<file path="src/rtl/uart_aes_cmd_ctrl.sv">
// Command sequencer between the UART receiver/transmitter and the AES core.
// Receives a command byte and a 16-byte payload, loads the key or the
// plaintext, runs the AES core and streams the ciphertext back out one byte
// at a time. Unknown commands, timeouts and dropped bytes are answered with
// an err pulse, and a NAK byte is sent when the command or payload fails.
//
// Handshake semantics: rx_done is a one-cycle strobe that qualifies rx_byte
// and has no back-pressure. Bytes arriving outside IDLE/LOAD are dropped and
// flagged on err. tx_start is a one-cycle strobe that is issued only while
// tx_busy is low. tx_byte is held from tx_start until tx_busy falls again.
// aes_start/aes_done form a request/complete pulse pair. aes_ct is sampled
// only on aes_done while the block is waiting for it.
module uart_aes_cmd_ctrl #(
  parameter logic [15:0] TIMEOUT_TICKS = 16'd4096,
  parameter logic [7:0]  CMD_KEY       = 8'h4B,
  parameter logic [7:0]  CMD_ENC       = 8'h50
) (
  input  logic         clk,
  input  logic         reset,
  input  logic [7:0]   rx_byte,
  input  logic         rx_done,
  input  logic         s_tick,
  output logic [127:0] aes_key,
  output logic [127:0] aes_pt,
  output logic         aes_start,
  input  logic         aes_done,
  input  logic [127:0] aes_ct,
  output logic [7:0]   tx_byte,
  output logic         tx_start,
  input  logic         tx_busy,
  output logic         busy,
  output logic         err
);

  localparam logic [7:0] ACK = 8'h06;
  localparam logic [7:0] NAK = 8'h15;

  typedef enum logic [2:0] {
    IDLE, LOAD, AES_GO, AES_WAIT, TX_SEND, TX_GUARD, TX_WAIT
  } state_t;

  state_t         state, state_d;
  logic [3:0]     byte_cnt, byte_cnt_d;
  logic [15:0]    tmo_cnt, tmo_cnt_d;
  logic [15:0]    tmo_inc;
  logic           is_key, is_key_d;     // command latched in IDLE
  logic           is_ct, is_ct_d;       // 1: ciphertext stream, 0: ACK/NAK
  logic [7:0]     resp, resp_d;
  logic [127:0]   ct_shift, ct_shift_d;
  logic [4:0]     rem_cnt, rem_cnt_d;
  logic [127:0]   aes_key_d, aes_pt_d;
  logic [7:0]     tx_byte_d;
  logic           aes_start_d, tx_start_d, err_d, busy_d;

  assign tmo_inc = tmo_cnt + 16'd1;

  // Next-state and next-output computation; all outputs are registered.
  always_comb begin
    state_d     = state;
    byte_cnt_d  = byte_cnt;
    tmo_cnt_d   = tmo_cnt;
    is_key_d    = is_key;
    is_ct_d     = is_ct;
    resp_d      = resp;
    ct_shift_d  = ct_shift;
    rem_cnt_d   = rem_cnt;
    aes_key_d   = aes_key;
    aes_pt_d    = aes_pt;
    tx_byte_d   = tx_byte;
    aes_start_d = 1'b0;
    tx_start_d  = 1'b0;
    err_d       = 1'b0;

    case (state)
      IDLE: begin
        if (rx_done) begin
          if (rx_byte == CMD_KEY || rx_byte == CMD_ENC) begin
            is_key_d   = (rx_byte == CMD_KEY);
            byte_cnt_d = 4'd0;
            tmo_cnt_d  = 16'd0;
            state_d    = LOAD;
          end else begin
            resp_d  = NAK;
            is_ct_d = 1'b0;
            err_d   = 1'b1;
            state_d = TX_SEND;
          end
        end
      end
      LOAD: begin
        if (rx_done) begin
          if (is_key) aes_key_d = {aes_key[119:0], rx_byte};
          else        aes_pt_d  = {aes_pt[119:0], rx_byte};
          byte_cnt_d = byte_cnt + 4'd1;
          tmo_cnt_d  = 16'd0;
          if (byte_cnt == 4'd15) begin
            if (is_key) begin
              resp_d  = ACK;
              is_ct_d = 1'b0;
              state_d = TX_SEND;
            end else begin
              state_d = AES_GO;
            end
          end
        end else if (s_tick) begin
          tmo_cnt_d = tmo_inc;
          if (tmo_inc == TIMEOUT_TICKS) begin
            err_d     = 1'b1;
            resp_d    = NAK;
            is_ct_d   = 1'b0;
            tmo_cnt_d = 16'd0;
            state_d   = TX_SEND;
          end
        end
      end
      AES_GO: begin
        aes_start_d = 1'b1;
        state_d     = AES_WAIT;
      end
      AES_WAIT: begin
        if (aes_done) begin
          ct_shift_d = aes_ct;
          rem_cnt_d  = 5'd16;
          is_ct_d    = 1'b1;
          state_d    = TX_SEND;
        end
      end
      TX_SEND: begin
        if (!tx_busy) begin
          tx_byte_d  = is_ct ? ct_shift[127:120] : resp;
          tx_start_d = 1'b1;
          state_d    = TX_GUARD;
        end
      end
      TX_GUARD: begin
        // tx_busy has not risen yet in this cycle, so it is not looked at.
        state_d = TX_WAIT;
      end
      TX_WAIT: begin
        if (!tx_busy) begin
          if (is_ct) begin
            ct_shift_d = {ct_shift[119:0], 8'h00};
            rem_cnt_d  = rem_cnt - 5'd1;
            state_d    = (rem_cnt == 5'd1) ? IDLE : TX_SEND;
          end else begin
            state_d = IDLE;
          end
        end
      end
      default: state_d = IDLE;
    endcase

    // Bytes that arrive while the block is busy elsewhere are lost.
    if (rx_done && state != IDLE && state != LOAD) err_d = 1'b1;

    busy_d = (state_d != IDLE);
  end

  // State register.
  always_ff @(posedge clk or posedge reset) begin
    if (reset) state <= IDLE;
    else       state <= state_d;
  end

  // Datapath and registered outputs.
  always_ff @(posedge clk or posedge reset) begin
    if (reset) begin
      byte_cnt  <= 4'd0;
      tmo_cnt   <= 16'd0;
      is_key    <= 1'b0;
      is_ct     <= 1'b0;
      resp      <= 8'h00;
      ct_shift  <= 128'd0;
      rem_cnt   <= 5'd0;
      aes_key   <= 128'd0;
      aes_pt    <= 128'd0;
      tx_byte   <= 8'h00;
      aes_start <= 1'b0;
      tx_start  <= 1'b0;
      err       <= 1'b0;
      busy      <= 1'b0;
    end else begin
      byte_cnt  <= byte_cnt_d;
      tmo_cnt   <= tmo_cnt_d;
      is_key    <= is_key_d;
      is_ct     <= is_ct_d;
      resp      <= resp_d;
      ct_shift  <= ct_shift_d;
      rem_cnt   <= rem_cnt_d;
      aes_key   <= aes_key_d;
      aes_pt    <= aes_pt_d;
      tx_byte   <= tx_byte_d;
      aes_start <= aes_start_d;
      tx_start  <= tx_start_d;
      err       <= err_d;
      busy      <= busy_d;
    end
  end

endmodule
</file>
<file path="config.mk">
export PLATFORM = sky130hd
export DESIGN_NAME = uart_aes_cmd_ctrl
export DESIGN_NICKNAME = d
export VERILOG_FILES = /design/src/rtl/uart_aes_cmd_ctrl.sv
export SDC_FILE = /design/constraint.sdc
export NUM_CORES = 1
export LEC_CHECK = 0
export BUFFER_PORTS_ARGS = -buffer_cell sky130_fd_sc_hd__buf_2
export CORE_ASPECT_RATIO = 0.75
export CORE_MARGIN = 2
export CORE_UTILIZATION = 56
export DETAILED_ROUTE_END_ITERATION = 8
export PLACE_DENSITY = 0.83
export SYNTH_ARGS = -nofsm -noshare
export SYNTH_HDL_FRONTEND = slang
export SYNTH_SLANG_ARGS = --single-unit
export TNS_END_PERCENT = 10
</file>
<file path="constraint.sdc">
create_clock -name clk -period 43.9 [get_ports clk]
set_input_delay 8.78 -clock clk [delete_from_list [all_inputs] [get_ports clk]]
set_output_delay 8.78 -clock clk [all_outputs]
set_load 0.03 [all_outputs]
</file>
# [Yosys cells after proc, flatten, opt, wreduce, memory -nomap -nowiden]
# Index checks and enable logic that the tools add are counted.
[classes] add_sub_neg=3 n_eq_ne=23 mux=59 bitwise=2 reduce_logical=18
[ops] op="$mux W128" n=3
[ops] op="$pmux W128 S2" n=1
[ops] op="$mux W16" n=5
[ops] op="$mux W8" n=8
[ops] op="$mux W3" n=12
[ops] op="$pmux W16 S2" n=1
[ops] op="$pmux W3 S7" n=1
[ops] op="$mux W1" n=17
[ops] op="$add A16 B1 Y16 const B" n=1
[ops] op="$eq A16 B13 Y1 const B" n=1
[ops] op="$eq A8 B7 Y1 const B" n=2
[ops] op="$pmux W8 S2" n=1
[ops] op="$mux W5" n=3
[ops] op="$ne A2 B2 Y1 const B" n=7
[ops] op="$mux W4" n=3
[ops] op="$ne A3 B3 Y1 const B" n=4
[ops] op="$reduce_and A4 Y1" n=3
[ops] op="$pmux W5 S2" n=1
[ops] op="$eq A3 B3 Y1 const B" n=3
[ops] op="$reduce_and A3 Y1" n=3
[ops] op="$reduce_bool A3 Y1" n=3
[ops] op="$pmux W4 S2" n=1
[ops] op="$reduce_and A8 Y1" n=1
[ops] op="$reduce_and A7 Y1" n=1
[ops] op="other kinds (15)" n=19
[totals] reg_bits=434 input_bits=142 out_inout_bits=268 elab_cells=120

# [Longest topological paths before layout]
# Gate-level depths: netlist of run 1.
[depth] ltp_word=7 depth_mapped=10 ltp_nobuf=7

# [Worst setup path after synthesis of run 1]
# Ideal clock, no wire load.
[synth_timing] path_kind="input port to flip-flop" from="in rx_byte[0]" to="reg busy" setup_time_ns=0.066 arrival_time_ns=10.270 path_slack_ns=33.564 stages=6 path_buffers=0 cell_sequence="or4b_4 -> a2111oi_4 -> a311oi_2 -> and3_1 -> a21o_1 -> nand3_2"
[synth_between] elab_chain_len=6 elab_cells_between_ends=7 cone_classes="eq/ne: 2; mux: 3; reduce/logical: 2"
[synth_lines] item="from (decl)" line="20" text="input logic [7:0] rx_byte,"
[synth_lines] item="$eq A8 B7 Y1" line="77" text="if (rx_byte == CMD_KEY || rx_byte == CMD_ENC) begin"
[synth_lines] item="$logic_or A1 B1 Y1 (*)" line="77"
[synth_lines] item="$mux W3 (*)" line="77"
[synth_lines] item="$mux W3 (*)" line="76" text="if (rx_done) begin"
[synth_lines] item="$pmux W3 S7 (*)" line="74" text="case (state)"
[synth_lines] item="$reduce_bool A3 Y1 (*)" line="156" text="busy_d = (state_d != IDLE);"
[synth_lines] item="via busy_d" line="53" text="logic aes_start_d, tx_start_d, err_d, busy_d;"
[synth_lines] item="to (signal assigned)" line="196" text="busy <= busy_d;"
[synth_lines] item="to (decl)" line="31" text="output logic busy,"
# The timed path passes the listed nets; every way through them passes the cells marked *.
# A chain may end at the register's enable or synchronous reset.

# [Worst setup path after layout of run 1]
[layout_timing] from="in rx_done" to="reg aes_pt[28]"
[layout_between] elab_chain_len=1
[layout_lines] item="from (decl)" line="21" text="input logic rx_done,"
[layout_lines] item="$reduce_and A3 Y1 (no line)"
[layout_lines] item="to (signal assigned)" line="191" text="aes_pt <= aes_pt_d;"
[layout_lines] item="to (decl)" line="24" text="output logic [127:0] aes_pt,"
# Every way passes these cells.

==> results.tsv, run 1 <==
stage	metric	value	unit
routing	drc_errors	0	
clock_tree	cts_hold_buf	0	
routing	routedWlPerCell	19.35	um
worst_setup_path	worst-r2r-setup-slack	39600	ps
hold_path	holdCritPathClass	reg -> reg	
placed_design	port_buffers	409	
grt	grt_pass1_vias	12439	
clock_tree	cts_tree	built	
routing	drt_iter0_markers	776	
routing	vias_per_cell	5.500	
sta	tns	0	ps
floorplan	die_w	210.6	um
clock_tree	clk_latency	550	ps
floorplan	die_area	33470	um2
worst_setup_path	start_kind	input pin	
worst_setup_path	cp.arrival	11660	ps
logic_synthesis	yosysWarnings	0	
placed_design	dp_slack	32190	ps
routing	wirelength	42810	um
grt	grt_antenna_before_repair	7	
run	maxCapViolCount	0	
placed_design	dpl.hpwl	29810	um
sta	worstMarginPinSlew	1166	ps
worst_setup_path	required	44320	ps
sta	worst_hold_slack	468.3	ps
clock_tree	clock-root-buffer	clkbuf_16	
final_layout	layout_common_cells	dfrtp_1, buf_2, mux2_2	
sta	hold_violations	0	
floorplan	pin_count	410	
routing	num_vias	12171	
power_and_ir_drop	power_density	55.87	nW/um2
sta	slew_headroom	22.27	%
sta	rsz0062_at_grt	no	
logic_synthesis	synth-edff-count	0	
worst_setup_path	r2r-start	state[0]	
logic_synthesis	synth_seq_cells	429	
status	outcome	complete, no violations	
grt	grt_usage	25.34	%
sta	setup_viol_count_final	0	
grt	grt_max_degree	140	
clock_tree	cts_setup_buffers	0	
logic_synthesis	synth_nets	1539	
final_layout	drive_above_1_share	41.33	%
power_and_ir_drop	vdd_drop_max	0.04087	mV
floorplan	core_area	31390	um2
worst_setup_path	critPathMaxFanout	96	
sta	report.final.slew_viol_count	0	
final_layout	ff_latch_area	10740	um2
worst_setup_path	crit_chain	buf_2, nand4bb_1, nor2_4, buf_4, mux2_2	
logic_synthesis	synth.distinct_cells	69	
final_layout	multi_input_area	6746	um2
floorplan	start_util	57.11	%
routing	dr.pass1.iters	5	
placed_design	gp_congestion	0.8328	
logic_synthesis	syn_avg_cell_area	12.87	um2
logic_synthesis	synthCells	1393	
sta	fin_crit_sh	25.61	%
grt	grt_first_pass_wirelength	67630	um
routing	ant_nets	0	
final_layout	nets	1913	
final_layout	fin_util	68.93	%
logic_synthesis	synth_seq_area_share	59.89	%
worst_setup_path	path_class	in -> reg	
worst_setup_path	rr_worst_depth	5	
logic_synthesis	synthArstFlopShare	100.0	%
clock_tree	cts.sinks	429	
clock_tree	ctsLongestPathBuffers	3	
worst_setup_path	cpPeakStageDelay	990	ps
worst_setup_path	crit_slowest_cell	buf_4	
grt	grt-ovfl-total	0	
floorplan	die_height	158.9	um
clock_tree	post_cts_resized	0	
logic_synthesis	synth_ff_type	dfrtp_1	
worst_setup_path	startpoint	rx_done	
final_layout	num-fill-cells	2256	
sta	fin_skew	12.40	ps
clock_tree	path_clk_slew	60	ps
sta	max_freq	0.08896	GHz
sta	period_needed	11240	ps
power_and_ir_drop	p_total	1.209	mW
hold_path	min-delay-start	resp[2]	
floorplan	rows	56	
worst_setup_path	critPathCaptureType	flip-flop	
final_layout	syn_to_final_growth	20.70	%
hold_path	min_path_cells	1	
sta	setup_ws	32660	ps
power_and_ir_drop	power.leakage	11.33	nW
final_layout	final_common_cell	dfrtp_1	
clock_tree	numCtsBuffers	42	
logic_synthesis	synth_area	17930	um2
clock_tree	ctsHtreeMaxLevel	2	
## area by class of cell
class                           instances  share of cell area [%]
Sequential cell                       429                   49.62
Clock inverter                         17                  0.9658
Antenna cell                            7                 0.08096
Tap cell                              406                   2.348
Timing Repair Buffer                  419                   9.808
Multi-Input combinational cell        859                   31.18
Clock buffer                           60                   5.685
Inverter                               16                  0.3123
## registers in the layout (all words and copies together), names as in the netlist, 3 cells and up
register and cells:
resp 3, rem_cnt 5, ct_shift 128, state 3
tx_byte 8, tmo_cnt 16, aes_key 128, byte_cnt 4
aes_pt 128
## layer usage
| layer | share of wire, % | GRT usage (%) | wire length [um] |
|---|---|---|---|
| met3 | 6.9 | 6.746 | 2969 |
| met4 | 2.4 | 7.362 | 1043 |
| met1 | 42 | 33.29 | 18010 |
| met2 | 49 | 41.75 | 20780 |
| met5 | 0.026 | 0 | 11 |
## logic make-up after synthesis
group / after synthesis / share of synthesized area [%]
xor gates and xnor gates: 5 / 0.2443
adders and majority gates: 4 / 0.2792
buffers and inverters: 105 / 2.659
and+or+nand+nor: 262 / 6.910
DFF: 429 / 59.89
AOI/OAI and AO/OA: 210 / 7.126
muxes: 378 / 22.89
## cell usage after synthesis (all sizes together) (3+ instances only)
cell    instances  area, um2
and2            5      31.28
xnor2           3      26.28
ha              4      50.05
a21oi          22      110.1
mux2i         122       1221
buf            59      302.8
a31oi           5      31.28
nor2           24      90.09
nand2b          5      33.78
or3             5      31.28
nand3          22      125.1
nor4            9      62.56
clkbuf         30      113.9
or2             4      25.03
nand2         151      571.8
o41ai           6      75.08
nor3            5      25.02
and3           10      62.56
a22o           10      87.58
dfrtp         429      10740
inv            16      60.06
nand4           8      50.05
o21ai         138      690.7
a211oi          3      22.52
mux2          256       2883
## critical path: cells and delay by family
| kind | cells | cell delay, ps |
|---|---|---|
| buffers and inverters | 2 | 1200 |
| multiplexers | 1 | 420 |
| AND/OR/NAND/NOR | 2 | 1140 |
## power breakdown
| part | switching, mW | internal, mW | leakage, nW |
|---|---|---|---|
| sequential | 0.0559 | 0.480 | 5.69 |
| clock | 0.153 | 0.220 | 0.710 |
| combinational | 0.184 | 0.117 | 4.93 |
## worst paths after layout
check / end
worst min-delay path: resp[2]
max in group asynchronous: state[0]
worst min register to register: resp[2]
min in group asynchronous: aes_pt[87]
worst max-delay path: aes_pt[28]
worst max register to register: ct_shift[85]
## metrics by stage
stage,instance area [um2],std cells
after floorplan,17930,1393
after global placement,20180,2129
after detailed placement,20180,2129
after CTS,21620,2206
after global routing,21630,2212
final,21640,2213
Note: power is estimated with default switching activity, not from simulation.
==> inputs of run 2 (changes only) <==
--- a/config.mk
+++ b/config.mk
@@ -8,9 +8,9 @@
 export BUFFER_PORTS_ARGS = -buffer_cell sky130_fd_sc_hd__buf_2
 export CORE_ASPECT_RATIO = 0.75
 export CORE_MARGIN = 2
-export CORE_UTILIZATION = 56
+export CORE_UTILIZATION = 49
 export DETAILED_ROUTE_END_ITERATION = 8
-export PLACE_DENSITY = 0.83
+export PLACE_DENSITY = 0.77
 export SYNTH_ARGS = -nofsm -noshare
 export SYNTH_HDL_FRONTEND = slang
 export SYNTH_SLANG_ARGS = --single-unit
==> constraint.sdc (replaced) <==
create_clock -name clk -period 9.2 [get_ports clk]
set_input_delay 1.84 -clock clk [delete_from_list [all_inputs] [get_ports clk]]
set_output_delay 1.84 -clock clk [all_outputs]
set_load 0.03 [all_outputs]
==> run 2 against run 1 <==
  * Sequential power increased to 4.7 times the previous value
  * Critical path depth unchanged
  * Register-to-register slack got worse by 34000 ps
  * Final cell count increased by 2.3%
  * Core utilization decreased by 8.8 points
  * Via count decreased by 1.2%
  * Total power increased to 4.7 times the previous value
  * Count of clock-buffer cells in the layout unchanged
  * Global-route usage decreased by 4.3 points
  * Sequential cell count unchanged
  * Combinational power increased to 4.8 times the previous value
  * Clock skew increased by 7.4 ps
==> results.tsv, run 2 (synthesized netlist as in run 1, its figures left out) <==
stage	metric	value	unit	change
grt	grt_antenna_before_repair	8		+1
clock_tree	ctsHtreeMaxLevel	2		unchanged
power_and_ir_drop	cell_internal_pwr	3.785	mW	+360%
clock_tree	cts_setup_buffers	0		unchanged
final_layout	nets	1914		+0.052%
final_layout	final_common_cell	dfrtp_1		
final_layout	reg.largest.list	aes_key (128), aes_pt (128), ct_shift (128)		
power_and_ir_drop	power_frac_clock	29.5	%	-1.4 points
worst_setup_path	rr_worst_depth	4		-1
worst_setup_path	critPathCaptureType	flip-flop		
worst_setup_path	cp.arrival	4820	ps	-6840 ps
floorplan	die_area	38150	um2	+14%
clock_tree	cts.sinks	429		unchanged
sta	slew_headroom	22.03	%	-0.24 points
clock_tree	numCtsBuffers	43		+2.4%
routing	dr.pass1.iters	5		unchanged
routing	drt_iter0_markers	719		-7.3%
sta	worstMarginPinSlew	1169	ps	+3.495 ps
run	maxCapViolCount	0		unchanged
clock_tree	post_cts_resized	0		unchanged
sta	fin_skew	19.76	ps	+7.356 ps
floorplan	rows	60		+7.1%
placed_design	gp_congestion	0.8524		+2.4%
power_and_ir_drop	power.leakage	11.28	nW	-0.44%
power_and_ir_drop	comb_power_share	25.4	%	+0.6 points
final_layout	syn_to_final_growth	20.67	%	about the same
sta	fin_crit_sh	47.64	%	
hold_path	worstHoldEndpoint	ct_shift[89]		
worst_setup_path	timing.rr.end	aes_pt[121]		
floorplan	core_area	35960	um2	+15%
routing	drc_errors	0		unchanged
sta	setup_viol_count_final	0		unchanged
grt	grt_first_pass_wirelength	64420	um	-4.8%
sta	hold_violations	0		unchanged
clock_tree	cts_tree	built		
sta	rsz0062_at_grt	no		
status	outcome	complete, no violations		
clock_tree	cts_hold_buf	0		unchanged
clock_tree	clock-root-buffer	clkbuf_16		
worst_setup_path	r2r-start	state[0]		
sta	tns	0	ps	unchanged
placed_design	dp_slack	4300	ps	-27,890 ps
power_and_ir_drop	seqPwrFrac	45.1	%	+0.8 points
hold_path	min-delay-start	ct_shift[89]		
power_and_ir_drop	netSwitchingFraction	32.87	%	+0.38 points
final_layout	drive_above_1_share	41.14	%	-0.20 points
floorplan	die_height	169.6	um	+6.7%
sta	max_freq	0.2282	GHz	
final_layout	fin_util	60.15	%	-8.8 points
power_and_ir_drop	p_sw	1.853	mW	+370%
clock_tree	ctsLongestPathBuffers	3		unchanged
grt	grt_pass1_vias	12049		-3.1%
final_layout	layout_common_cells	dfrtp_1, buf_2, mux2_2		
sta	report.final.slew_viol_count	0		unchanged
routing	wirelength	41280	um	-3.6%
routing	routedWlPerCell	18.23	um	-5.8%
placed_design	port_buffers	409		unchanged
grt	grt_usage	21.02	%	-4.3 points
grt	grt-ovfl-total	0		unchanged
hold_path	min_path_cells	2		+1
clock_tree	path_clk_slew	60	ps	about the same
placed_design	dpl.hpwl	28620	um	-4.0%
sta	setup_ws	4817	ps	-27,840 ps
power_and_ir_drop	power_density	260.7	nW/um2	+370%
hold_path	holdCritPathClass	reg -> reg		
worst_setup_path	critPathMaxFanout	92		-4.2%
worst_setup_path	required	9640	ps	-34,680 ps
grt	grt_max_degree	175		+25%
routing	vias_per_cell	5.309		-3.5%
worst_setup_path	path_class	in -> reg		
sta	worst_hold_slack	483.0	ps	+14.65 ps
floorplan	die_w	224.9	um	+6.8%
sta	period_needed	4383	ps	
power_and_ir_drop	vdd_drop_max	0.1971	mV	+380%
routing	num_vias	12026		-1.2%
floorplan	pin_count	410		unchanged
routing	ant_nets	0		unchanged
clock_tree	clk_latency	560	ps	about the same
worst_setup_path	worst-r2r-setup-slack	5420	ps	-34,180 ps
floorplan	start_util	49.85	%	-7.3 points
worst_setup_path	start_kind	input pin		
## run 2: cell types whose count changed in the layout (fill, tap and decap cells not counted), moves of 2 or more
cell	change
clkinv_2	-5
buf_4	-2
buf_12	+2
bufinv_16	-4
## run 2: power by group through the flow
stage / Combinational (mW) / Clock [mW] / Sequential (mW)
2_1_floorplan: 0.971 / 0 / 2.68
3_3_place_gp: 1.39 / 0 / 2.55
3_5_place_dp: 1.44 / 0 / 2.58
4_1_cts: 1.44 / 1.71 / 2.55
5_1_grt: 1.59 / 1.78 / 2.59
6_report: 1.43 / 1.67 / 2.54
## run 2: layout make-up
class                      count  area, um2
tap                          465      581.8
sequential                   429      10740
clock buffer                  60       1230
multi-input combinational    859       6746
inverter                      16      63.81
clock inverter                11      111.4
fill                        2848      14330
timing repair buffer         419       2147
antenna                        6      15.01
## run 2: critical path: stages
cell	delay, ps
buf_2	210
nand4bb_1	360
nor2_4	900
buf_4	990
mux2_2	430
## run 2: worst max path at each step
stage                       start  slack (ps)          end
after CTS                 rx_done        4870  aes_pt[121]
after detailed placement  rx_done        4300  aes_pt[121]
after global routing      rx_done        4640  aes_pt[122]
after global placement    rx_done        4430  aes_pt[122]
final                     rx_done        4820  aes_pt[121]
after floorplan             reset        1570   aes_key[0]
## run 2: per-layer routing
| metal | global-route usage, % | up-vias | part of all wire, % |
|---|---|---|---|
| li1 | - | 5710 | - |
| met5 | 0 | - | 0.065 |
| met1 | 27.92 | 5920 | 43 |
| met4 | 7.285 | 4 | 2.8 |
| met2 | 33.66 | 317 | 48 |
| met3 | 5.506 | 75 | 6.8 |
## run 2: metrics by stage
| stage | total power, mW | instance area, um2 | cells |
|---|---|---|---|
| after floorplan | 3.649 | 17930 | 1393 |
| final | 5.638 | 21630 | 2265 |
| after detailed placement | 4.013 | 20270 | 2188 |
| after global routing | 5.968 | 21630 | 2264 |
| after CTS | 5.695 | 21620 | 2259 |
| after global placement | 3.941 | 20270 | 2188 |
